--- config.mk ---
export PLATFORM = sky130hd
export DESIGN_NAME = sub_32bit_seq_flat
export DESIGN_NICKNAME = d
export VERILOG_FILES = /design/src/rtl/sub_32bit_seq_pkg.sv /design/src/rtl/sub_32bit_seq_if.sv /design/src/rtl/sub_32bit_seq_slice.sv /design/src/rtl/sub_32bit_seq.sv /design/src/flat_wrapper.sv
export SDC_FILE = /design/constraint.sdc
export NUM_CORES = 1
export LEC_CHECK = 0
export ABC_AREA = 1
export CAP_MARGIN = 20
export CORE_UTILIZATION = 23
export CTS_CLUSTER_SIZE = 24
export DETAILED_ROUTE_END_ITERATION = 8
export PLACE_DENSITY = 0.43
export SYNTH_ARGS = -nofsm -noshare
export SYNTH_HDL_FRONTEND = slang
export SYNTH_HIERARCHICAL = 1
export SYNTH_SLANG_ARGS = --single-unit
--- constraint.sdc ---
create_clock -name clk -period 2.9 [get_ports clk]
set_clock_uncertainty 0.1 [all_clocks]
set_input_delay 0.87 -clock clk [delete_from_list [all_inputs] [get_ports clk]]
set_output_delay 0.87 -clock clk [all_outputs]
set_load 0.005 [all_outputs]
--- src/rtl/sub_32bit_seq_pkg.sv ---
// rtl/sub_32bit_seq_pkg.sv - shared width, state encoding and clog2 helper for the sequential subtractor
package sub_32bit_seq_pkg;

    localparam int WORD_W = 32;

    typedef enum logic [1:0] {
        IDLE = 2'd0,
        RUN  = 2'd1,
        DONE = 2'd2
    } state_t;

    function automatic int clog2(input int n);
        int r;
        r = 0;
        while ((1 << r) < n) begin
            r = r + 1;
        end
        return r;
    endfunction

endpackage

--- src/rtl/sub_32bit_seq_if.sv ---
// rtl/sub_32bit_seq_if.sv - start/busy/done operand and result bundle of the sequential subtractor
interface sub_32bit_seq_if;
    import sub_32bit_seq_pkg::*;

    logic              start;
    logic [WORD_W-1:0] a;
    logic [WORD_W-1:0] b;
    logic              bin;
    logic              busy;
    logic              done;
    logic [WORD_W-1:0] d;
    logic              bout;
    logic              ovf;
    logic              zero;

    modport master (
        output start, a, b, bin,
        input  busy, done, d, bout, ovf, zero
    );

    modport slave (
        input  start, a, b, bin,
        output busy, done, d, bout, ovf, zero
    );

endinterface

--- src/rtl/sub_32bit_seq_slice.sv ---
// rtl/sub_32bit_seq_slice.sv - combinational W-bit subtract slice with borrow in/out
module sub_slice #(
    parameter int W = 8
) (
    input  logic [W-1:0] a,
    input  logic [W-1:0] b,
    input  logic         bin,
    output logic [W-1:0] r,
    output logic         bo
);

    logic [W:0] sum;

    // a - b - bin as a + ~b + ~bin; a missing carry-out means a borrow
    assign sum = {1'b0, a} + {1'b0, ~b} + {{W{1'b0}}, ~bin};
    assign r   = sum[W-1:0];
    assign bo  = ~sum[W];

endmodule

--- src/rtl/sub_32bit_seq.sv ---
// rtl/sub_32bit_seq.sv - 32-bit subtractor processing one SLICE_W-bit slice per clock, LSB first
module sub_32bit_seq
    import sub_32bit_seq_pkg::*;
#(
    parameter int SLICE_W = 8
) (
    input  logic           clk,
    input  logic           rst,
    sub_32bit_seq_if.slave bus
);

    localparam int NSLICE = WORD_W / SLICE_W;
    localparam int CNT_W  = (clog2(NSLICE) < 1) ? 1 : clog2(NSLICE);
    localparam logic [WORD_W-1:0] SLICE_MASK = WORD_W'({SLICE_W{1'b1}});

    state_t            state;
    state_t            state_n;
    logic              load;
    logic              step;
    logic              last;
    logic [CNT_W-1:0]  cnt;
    logic [WORD_W-1:0] a_r;
    logic [WORD_W-1:0] b_r;
    logic              brw;
    logic [WORD_W-1:0] d_r;
    logic              busy_r;
    logic              done_r;
    logic              bout_r;
    logic              ovf_r;
    logic              zero_r;

    logic [WORD_W-1:0]  shamt;
    logic [SLICE_W-1:0] a_s;
    logic [SLICE_W-1:0] b_s;
    logic [SLICE_W-1:0] r_s;
    logic               bo_s;
    logic [WORD_W-1:0]  d_ins;

    assign shamt = WORD_W'(cnt) * WORD_W'(SLICE_W);
    assign a_s   = SLICE_W'(a_r >> shamt);
    assign b_s   = SLICE_W'(b_r >> shamt);
    assign last  = (cnt == CNT_W'(NSLICE - 1));

    sub_slice #(.W(SLICE_W)) u_slice (
        .a   (a_s),
        .b   (b_s),
        .bin (brw),
        .r   (r_s),
        .bo  (bo_s)
    );

    // d with the current slice result merged in; the final flags look at this full value
    assign d_ins = (d_r & ~(SLICE_MASK << shamt)) | (WORD_W'(r_s) << shamt);

    always_ff @(posedge clk) begin
        if (rst) begin
            state <= IDLE;
        end else begin
            state <= state_n;
        end
    end

    always_comb begin
        state_n = state;
        load    = 1'b0;
        step    = 1'b0;
        case (state)
            IDLE: begin
                if (bus.start) begin
                    load    = 1'b1;
                    state_n = RUN;
                end
            end
            RUN: begin
                step = 1'b1;
                if (last) begin
                    state_n = DONE;
                end
            end
            DONE: begin
                if (bus.start) begin
                    load    = 1'b1;
                    state_n = RUN;
                end else begin
                    state_n = IDLE;
                end
            end
            default: state_n = IDLE;
        endcase
    end

    always_ff @(posedge clk) begin
        if (rst) begin
            cnt    <= '0;
            a_r    <= '0;
            b_r    <= '0;
            brw    <= 1'b0;
            d_r    <= '0;
            busy_r <= 1'b0;
            done_r <= 1'b0;
            bout_r <= 1'b0;
            ovf_r  <= 1'b0;
            zero_r <= 1'b0;
        end else begin
            done_r <= step && last;
            if (load) begin
                a_r    <= bus.a;
                b_r    <= bus.b;
                brw    <= bus.bin;
                cnt    <= '0;
                d_r    <= '0;
                busy_r <= 1'b1;
                bout_r <= 1'b0;
                ovf_r  <= 1'b0;
                zero_r <= 1'b0;
            end else if (step) begin
                d_r <= d_ins;
                brw <= bo_s;
                cnt <= cnt + CNT_W'(1);
                if (last) begin
                    busy_r <= 1'b0;
                    bout_r <= bo_s;
                    ovf_r  <= (a_r[WORD_W-1] != b_r[WORD_W-1]) && (d_ins[WORD_W-1] != a_r[WORD_W-1]);
                    zero_r <= (d_ins == '0);
                end
            end
        end
    end

    assign bus.busy = busy_r;
    assign bus.done = done_r;
    assign bus.d    = d_r;
    assign bus.bout = bout_r;
    assign bus.ovf  = ovf_r;
    assign bus.zero = zero_r;

endmodule

--- src/flat_wrapper.sv ---
// flat-port wrapper written by rule: the top's interface ports become plain ports
module sub_32bit_seq_flat import sub_32bit_seq_pkg::*;
#(
    parameter int SLICE_W = 8
)
  (clk, rst, bus_start, bus_a, bus_b, bus_bin, bus_busy, bus_done, bus_d, bus_bout, bus_ovf, bus_zero);
  sub_32bit_seq_if bus_i ();
  input  logic clk;
  input  logic rst;
  input wire logic [$bits(bus_i.start)-1:0] bus_start;
  input wire logic [$bits(bus_i.a)-1:0] bus_a;
  input wire logic [$bits(bus_i.b)-1:0] bus_b;
  input wire logic [$bits(bus_i.bin)-1:0] bus_bin;
  output wire logic [$bits(bus_i.busy)-1:0] bus_busy;
  output wire logic [$bits(bus_i.done)-1:0] bus_done;
  output wire logic [$bits(bus_i.d)-1:0] bus_d;
  output wire logic [$bits(bus_i.bout)-1:0] bus_bout;
  output wire logic [$bits(bus_i.ovf)-1:0] bus_ovf;
  output wire logic [$bits(bus_i.zero)-1:0] bus_zero;
  assign bus_i.start = bus_start;
  assign bus_i.a = bus_a;
  assign bus_i.b = bus_b;
  assign bus_i.bin = bus_bin;
  assign bus_busy = bus_i.busy;
  assign bus_done = bus_i.done;
  assign bus_d = bus_i.d;
  assign bus_bout = bus_i.bout;
  assign bus_ovf = bus_i.ovf;
  assign bus_zero = bus_i.zero;
  sub_32bit_seq #(.SLICE_W(SLICE_W)) u_core (.clk(clk), .rst(rst), .bus(bus_i));
endmodule
==> metrics.md, run 1 <==
| Metric | Value |
|---|---|
| Final setup viols | 0 |
| RSZ-0062 raised after global routing | true |
| Worst hold-check path type | register to register |
| Via count | 5,103 |
| CP delay by family, top | simple AND/OR/NAND/NOR gates |
| Final RePlAce weighted congestion | 0.813 |
| Slowest CP cell | dfxtp_4 |
| Crit. End Element | register |
| CTS tree | yes |
| Fmax | 356 MHz |
| Tcrit/Tclk final | 96.8% |
| Port Buf Inserts | 104 |
| Critical path required time | 3.09 ns |
| Skew-Pair Late Insertion Delay | 0.36 ns |
| Post-Syn Area per Cell | 6.70 µm² |
| DRT antenna net count | 0 |
| Avg WL per Cell | 13.9 µm |
| GRT Util Overall | 14.8% |
| Rel. slew slack | 60.0% |
| Vias per cell | 4.37 |
| Max IR drop VDD | 0.255 mV |
| Share of the synthesized area in the top cell type | 41.3% |
| Post-synth top cells | nor2_1, o21ai_0, dfxtp_1 |
| CP dominant cell by count | nand2_1 |
| Remaining DRCs | 0 |
| Horiz. Die Dim | 151 µm |
| Max_cap viols | 0 |
| Final Hold Viols | 0 |
| Number of synthesized register bits | 106 |
| Synth warnings | 6 |
| Total CTS buffers | 9 |
| CP Max Fanout | 18 |
| Clk root buf | clkbuf_16 |
| Seq/Total Area, Yosys | 41.3% |
| Final nets | 963 |
| Netlist cell types | 27 |
| Largest area contributor in the netlist | dfxtp_1 |
| Initial Util | 23.5% |
| GRT overflow | 0 |
| Clock transition at path regs | 0.07 ns |
| Post-Syn Area | 0.00514 mm² |
| Critical path buffers and inverters | 2 |
| Asr flop ratio synth | 0% |
| Htree depth | 3 |
| Outcome | finished clean |
| Slew Limit Fails | 0 |
| Top-count cell post-synth | nor2_1 |
| Post-synth EDFFs | 0 |
| Startpoint types | register |
| Clk buf depth | 2 |
| Core area | 0.0219 mm² |
| Syn-to-layout area delta | 39.1% |
| Power per cell area | 584 mW/mm² |
| Final wirelength | 16,300 µm |
| Router iterations before antenna repair | 5 |
| Io pins | 105 |
| Top cells by area, synth | dfxtp_1, nor2_1, o21ai_0 |
| Slowest stage delay, CP | 0.39 ns |
| Row cnt | 54 |
| DIE AREA | 0.0229 mm² |
| Most used DFF post-synth | dfxtp_1 |
| Critical path arrival | 3.00 ns |
| Antenna violations before repair | 0 |
| Worst Hold Slack | 0.363 ns |
| Setup TNS | 0 ns |
| Global-route wire length before repair | 25,700 µm |
| Die height | 151 µm |
| Leakage | 0.00307 µW |
| CP cell instances | inv_4, buf_12, nor2_4, o22ai_2, fa_2, fa_2, nand2_1, nand2_1, nand3b_1, nand2_1, nand2_1, nand2_2, nand2_1, nor2_1, nor2_1, nand2_1, nor2_1, nand2_1, nor2_1, nand2_1, a21oi_2 |
| Worst slew pin tran | 0.599 ns |
| Dpl hpwl | 12,000 µm |
| Clock sinks | 106 |
| Placed insts | 1,144 |
| Largest net degree at the start of global routing | 66 |
| Initial DRC Count | 323 |
| Final Non-Filler Cells | 1,167 |
| Number of global-route vias before repair | 4,857 |
| Fraction of layout cells with a size suffix above 1 | 11.0% |
| Hold Buf Count CTS | 0 |
| N_diodes | 0 |
| Syn nets | 848 |
| Fin crit period | 2.81 ns |
| Cells after Synth | 767 |
| Setup Crit Path Kind | register to register |
layout by cell type, fill, tap and decap left out, types with 8 or more instances in the layout:
| cell type | count |
|---|---|
| nand2_1 | 102 |
| ha_1 | 10 |
| buf_4 | 42 |
| clkbuf_16 | 9 |
| o21ai_0 | 115 |
| dfxtp_1 | 104 |
| nand3_1 | 29 |
| a21oi_1 | 30 |
| nor2_1 | 203 |
| inv_1 | 59 |
| clkdlybuf4s50_1 | 104 |
| o211ai_1 | 8 |
| o22ai_1 | 15 |
what timing repair did:
item	in CTS	in global routing
endpoints found under the setup margin	1	8
pin swaps	4	5
setup buffers	4	3
gates cloned	0	0
gates resized for setup	14	14
routing by layer:
metal  global-route usage [%]  up-vias  share of wire, %
li1                         -     2701                 -
met1                     19.5     2287                48
met2                     24.2      102                47
met3                     3.47       13               4.2
met4                     3.30        0              0.86
met5                        0        -                 0
worst paths after layout:
kind / from / to / slack [ns] / cells after the start
min: u_core/bus.d[25] / u_core/bus.d[25] / 0.36 / 2
max: u_core/cnt[0] / u_core/bus.zero / 0.09 / 21
min reg2reg: u_core/bus.d[25] / u_core/bus.d[25] / 0.36 / 2
max reg2reg: u_core/cnt[0] / u_core/bus.zero / 0.09 / 21
kinds of logic after synthesis:
family | count (synthesis) | share of synthesized area [%]
buffers and inverters | 111 | 8.74
AND/OR/NAND/NOR | 356 | 27.5
adder cells (fa/ha/maj) | 13 | 3.46
flip-flops | 106 | 41.3
AO/OA/AOI/OAI | 178 | 18.5
XOR/XNOR | 3 | 0.511
area by class of cell:
type / count / area, µm²
Multi-Input combinational cell: 550 / 2660
Inverter: 63 / 244
Sequential cell: 106 / 2130
Clock buffer: 9 / 225
Fill cell: 2434 / 14700
Tap cell: 280 / 350
Clock inverter: 7 / 81.3
Timing Repair Buffer: 152 / 1460
state kept, by name, summed over array words and instances, names as in the netlist:
| signal | cells |
|---|---|
| u_core/bus.bout | 1 |
| u_core/brw | 1 |
| u_core/b_r | 32 |
| u_core/a_r | 32 |
| u_core/cnt | 2 |
| u_core/bus.busy | 1 |
| u_core/bus.d | 32 |
| u_core/bus.ovf | 1 |
| u_core/bus.zero | 1 |
| u_core/state | 2 |
| u_core/bus.done | 1 |
metrics by stage:
step / setup slack, ns / instance area [µm²] / total power, µW / util, %
6_report: 0.0914 / 7150 / 4170 / 32.6
5_1_grt: -0.208 / 7150 / 4450 / 32.6
3_3_place_gp: -0.0326 / 6680 / 2880 / 30.5
4_1_cts: 0.00210 / 7070 / 4210 / 32.3
2_1_floorplan: 0.0293 / 5180 / 2350 / -
3_5_place_dp: -0.0802 / 6680 / 2880 / 30.5
report_power, final:
group	switching [µW]	total (µW)	internal [µW]
logic	703	1260	559
clock network	596	1280	684
registers	73.0	1630	1560
tightest hold or removal path, delay by kind of cell, from the launching register on:
| kind | cells | cell delay [ns] |
|---|---|---|
| and+or+nand+nor | 1 | 0.06 |
| AOI/OAI and AO/OA | 1 | 0.05 |
| DFF | 1 | 0.31 |
(Power assumes the default switching activity.)
==> inputs of run 2 (changes only) <==
--- a/config.mk
+++ b/config.mk
@@ -7,6 +7,7 @@
 export LEC_CHECK = 0
 export ABC_AREA = 1
 export CAP_MARGIN = 20
+export CORE_ASPECT_RATIO = 1.75
 export CORE_UTILIZATION = 23
 export CTS_CLUSTER_SIZE = 24
 export DETAILED_ROUTE_END_ITERATION = 8
==> metrics.md, run 2 (synthesized netlist as in run 1, its figures left out) <==
| Metric | Value |
|---|---|
| Total CTS buffers | 9 |
| Max_cap viols | 0 |
| P_sw | 1400 µW |
| GRT Util Overall | 15.2% |
| Wl on met1 | 6650 µm |
| Antenna violations before repair | 0 |
| Worst reg2reg startpoint | u_core/cnt[1] |
| RSZ-0062 raised after global routing | true |
| Worst Reg2Reg Path Length in Cells | 20 |
| Port Buf Inserts | 104 |
| Outcome | finished, violations left |
| Slew Limit Fails | 0 |
| Tcrit/Tclk final | 97.4% |
| Final wirelength | 17,100 µm |
| Commonest non-fill, non-tap cells in the layout | nor2_1, o21ai_0, clkdlybuf4s50_1, dfxtp_1, nand2_1 |
| Post-layout instance area | 0.00710 mm² |
| Syn-to-layout area delta | 38.2% |
| Global-route wire length before repair | 26,500 µm |
| Clock transition at path regs | 0.08 ns |
| Die height | 200 µm |
| Rel. slew slack | 61.8% |
| Largest net degree at the start of global routing | 65 |
| Avg WL per Cell | 14.5 µm |
| Seq pwr share | 39.8% |
| Via count | 5,158 |
| DIE AREA | 0.0230 mm² |
| Clk root buf | clkbuf_16 |
| Critical path arrival | 3.02 ns |
| Hold endpoint | u_core/bus.busy |
| Final nets | 956 |
| Final Hold Viols | 0 |
| Router iterations before antenna repair | 6 |
| Dpl cell area | 0.00671 mm² |
| Failing checks | design-rule violations |
| Horiz. Die Dim | 115 µm |
| CP Max Fanout | 8 |
| Dpl hpwl | 13,000 µm |
| CP dominant cell by count | nand2_1 |
| Worst hold-check path type | register to register |
| Power Internal | 2710 µW |
| Switch share | 34.0% |
| Max IR drop VDD | 0.304 mV |
| Skew-Pair Late Insertion Delay | 0.35 ns |
| Final setup viols | 0 |
| Number of global-route vias before repair | 5,064 |
| Io pins | 105 |
| Crit. End Element | register |
| Leakage | 0.00303 µW |
| R2r setup slk | 0.07 ns |
| Slowest CP cell | fa_2 |
| Power per cell area | 578 mW/mm² |
| Clk buf depth | 2 |
| Final Core Density | 32.3% |
| DR top layer | met4 |
| Startpoint types | register |
| Critical path required time | 3.09 ns |
| DR WL met3 | 455 µm |
| Vias per cell | 4.39 |
| Worst slew pin tran | 0.573 ns |
| RR Endpoint | u_core/bus.zero |
| Remaining DRCs | 2 |
| Slowest stage delay, CP | 0.42 ns |
| GRT overflow | 0 |
| Fmax | 354 MHz |
| Core area | 0.0220 mm² |
| Final RePlAce weighted congestion | 0.810 |
| Worst Hold Slack | 0.368 ns |
| Combinational Power Share | 31.0% |
| Fraction of layout cells with a size suffix above 1 | 10.0% |
| Met2 WL | 9520 µm |
| Htree depth | 3 |
| Initial Util | 23.4% |
| CTS tree | yes |
| Power share of the clock group | 29.2% |
| Initial DRC Count | 237 |
| Hold Crit Start | u_core/bus.busy |
| Fin crit period | 2.83 ns |
| Most common cell after layout, fill and taps aside | nor2_1 |
| N_diodes | 0 |
| Setup TNS | 0 ns |
| DRT antenna net count | 0 |
| CP cell instances | buf_6, o21ai_0, o22ai_1, fa_2, fa_2, nand2_2, nand2_2, nand3b_1, nand2_1, nand2_1, nand2_2, nand2_1, nor2_1, nor2_1, nand2_1, nor2_1, nand2_1, nor2_1, nand2_1, a21oi_2 |
| Setup Crit Path Kind | register to register |
| Clock sinks | 106 |
| Hold Path Stages | 2 |
| Row cnt | 72 |
==> run 2: changes by cell type in the layout (fill, tap and decap cells not counted), moves of 2 or more <==
cell	change
o21ai_1	+3
buf_4	-8
nand2_2	+3
o21ai_2	-2
nor2_2	-2
clkinv_4	-2
nand2_1	-3
nor2_1	+3
==> run 2: worst max-delay path, delay by kind of cell (launching register included) <==
| family | cells | cell delay [ns] |
|---|---|---|
| flops | 1 | 0.38 |
| buf+inv | 1 | 0.14 |
| compound gates | 3 | 0.31 |
| simple gates | 14 | 1.09 |
| fa+ha+maj | 2 | 0.78 |
==> run 2: worst max path at each step <==
stage	startpoint	endpoint	slack, ns	cells past startpoint
CTS	u_core/cnt[1]	u_core/bus.zero	0.02	20
global placement	u_core/cnt[0]	u_core/bus.zero	-0.10	18
floorplan	u_core/cnt[0]	u_core/bus.zero	0.03	22
finish	u_core/cnt[1]	u_core/bus.zero	0.07	20
global route	u_core/cnt[0]	u_core/bus.zero	-0.19	20
detailed placement	u_core/cnt[0]	u_core/bus.zero	-0.12	16
==> run 2: cell type report <==
type	instances	area, µm²
multi-input cells	550	2660
repair buffers	145	1420
well taps	296	370
fillers	2460	14900
clock inverters	6	48.8
inverters	63	246
flip-flops and latches	106	2130
clock buffers	10	229
==> run 2: power groups by stage <==
stage	Sequential, µW	Clock, µW	Combinational (µW)
2_1_floorplan	1640	0	711
3_3_place_gp	1670	0	1220
3_5_place_dp	1670	0	1220
4_1_cts	1640	1240	1260
5_1_grt	1650	1290	1410
6_report	1630	1200	1270
==> run 2: what timing repair did <==
item	CTS	global route
hold buffers	0	0
gates resized for setup	10	17
hold endpoints to repair	0	0
buffers inserted	0	2
pin swaps	0	14
setup endpoints to repair	3	8
cloned	0	0
==> run 2: routing by layer <==
metal	vias up	GRT usage, %
met1	2363	15.8
met3	20	2.17
met2	97	29.9
met4	0	5.77
met5	-	0
li1	2678	-
==> run 2: metrics by stage <==
step / setup WS (ns) / power [µW] / std cells
2_1_floorplan: 0.0293 / 2350 / 767
3_3_place_gp: -0.102 / 2890 / 1158
3_5_place_dp: -0.124 / 2890 / 1158
4_1_cts: 0.0187 / 4140 / 1174
5_1_grt: -0.187 / 4350 / 1176
6_report: 0.0741 / 4100 / 1176
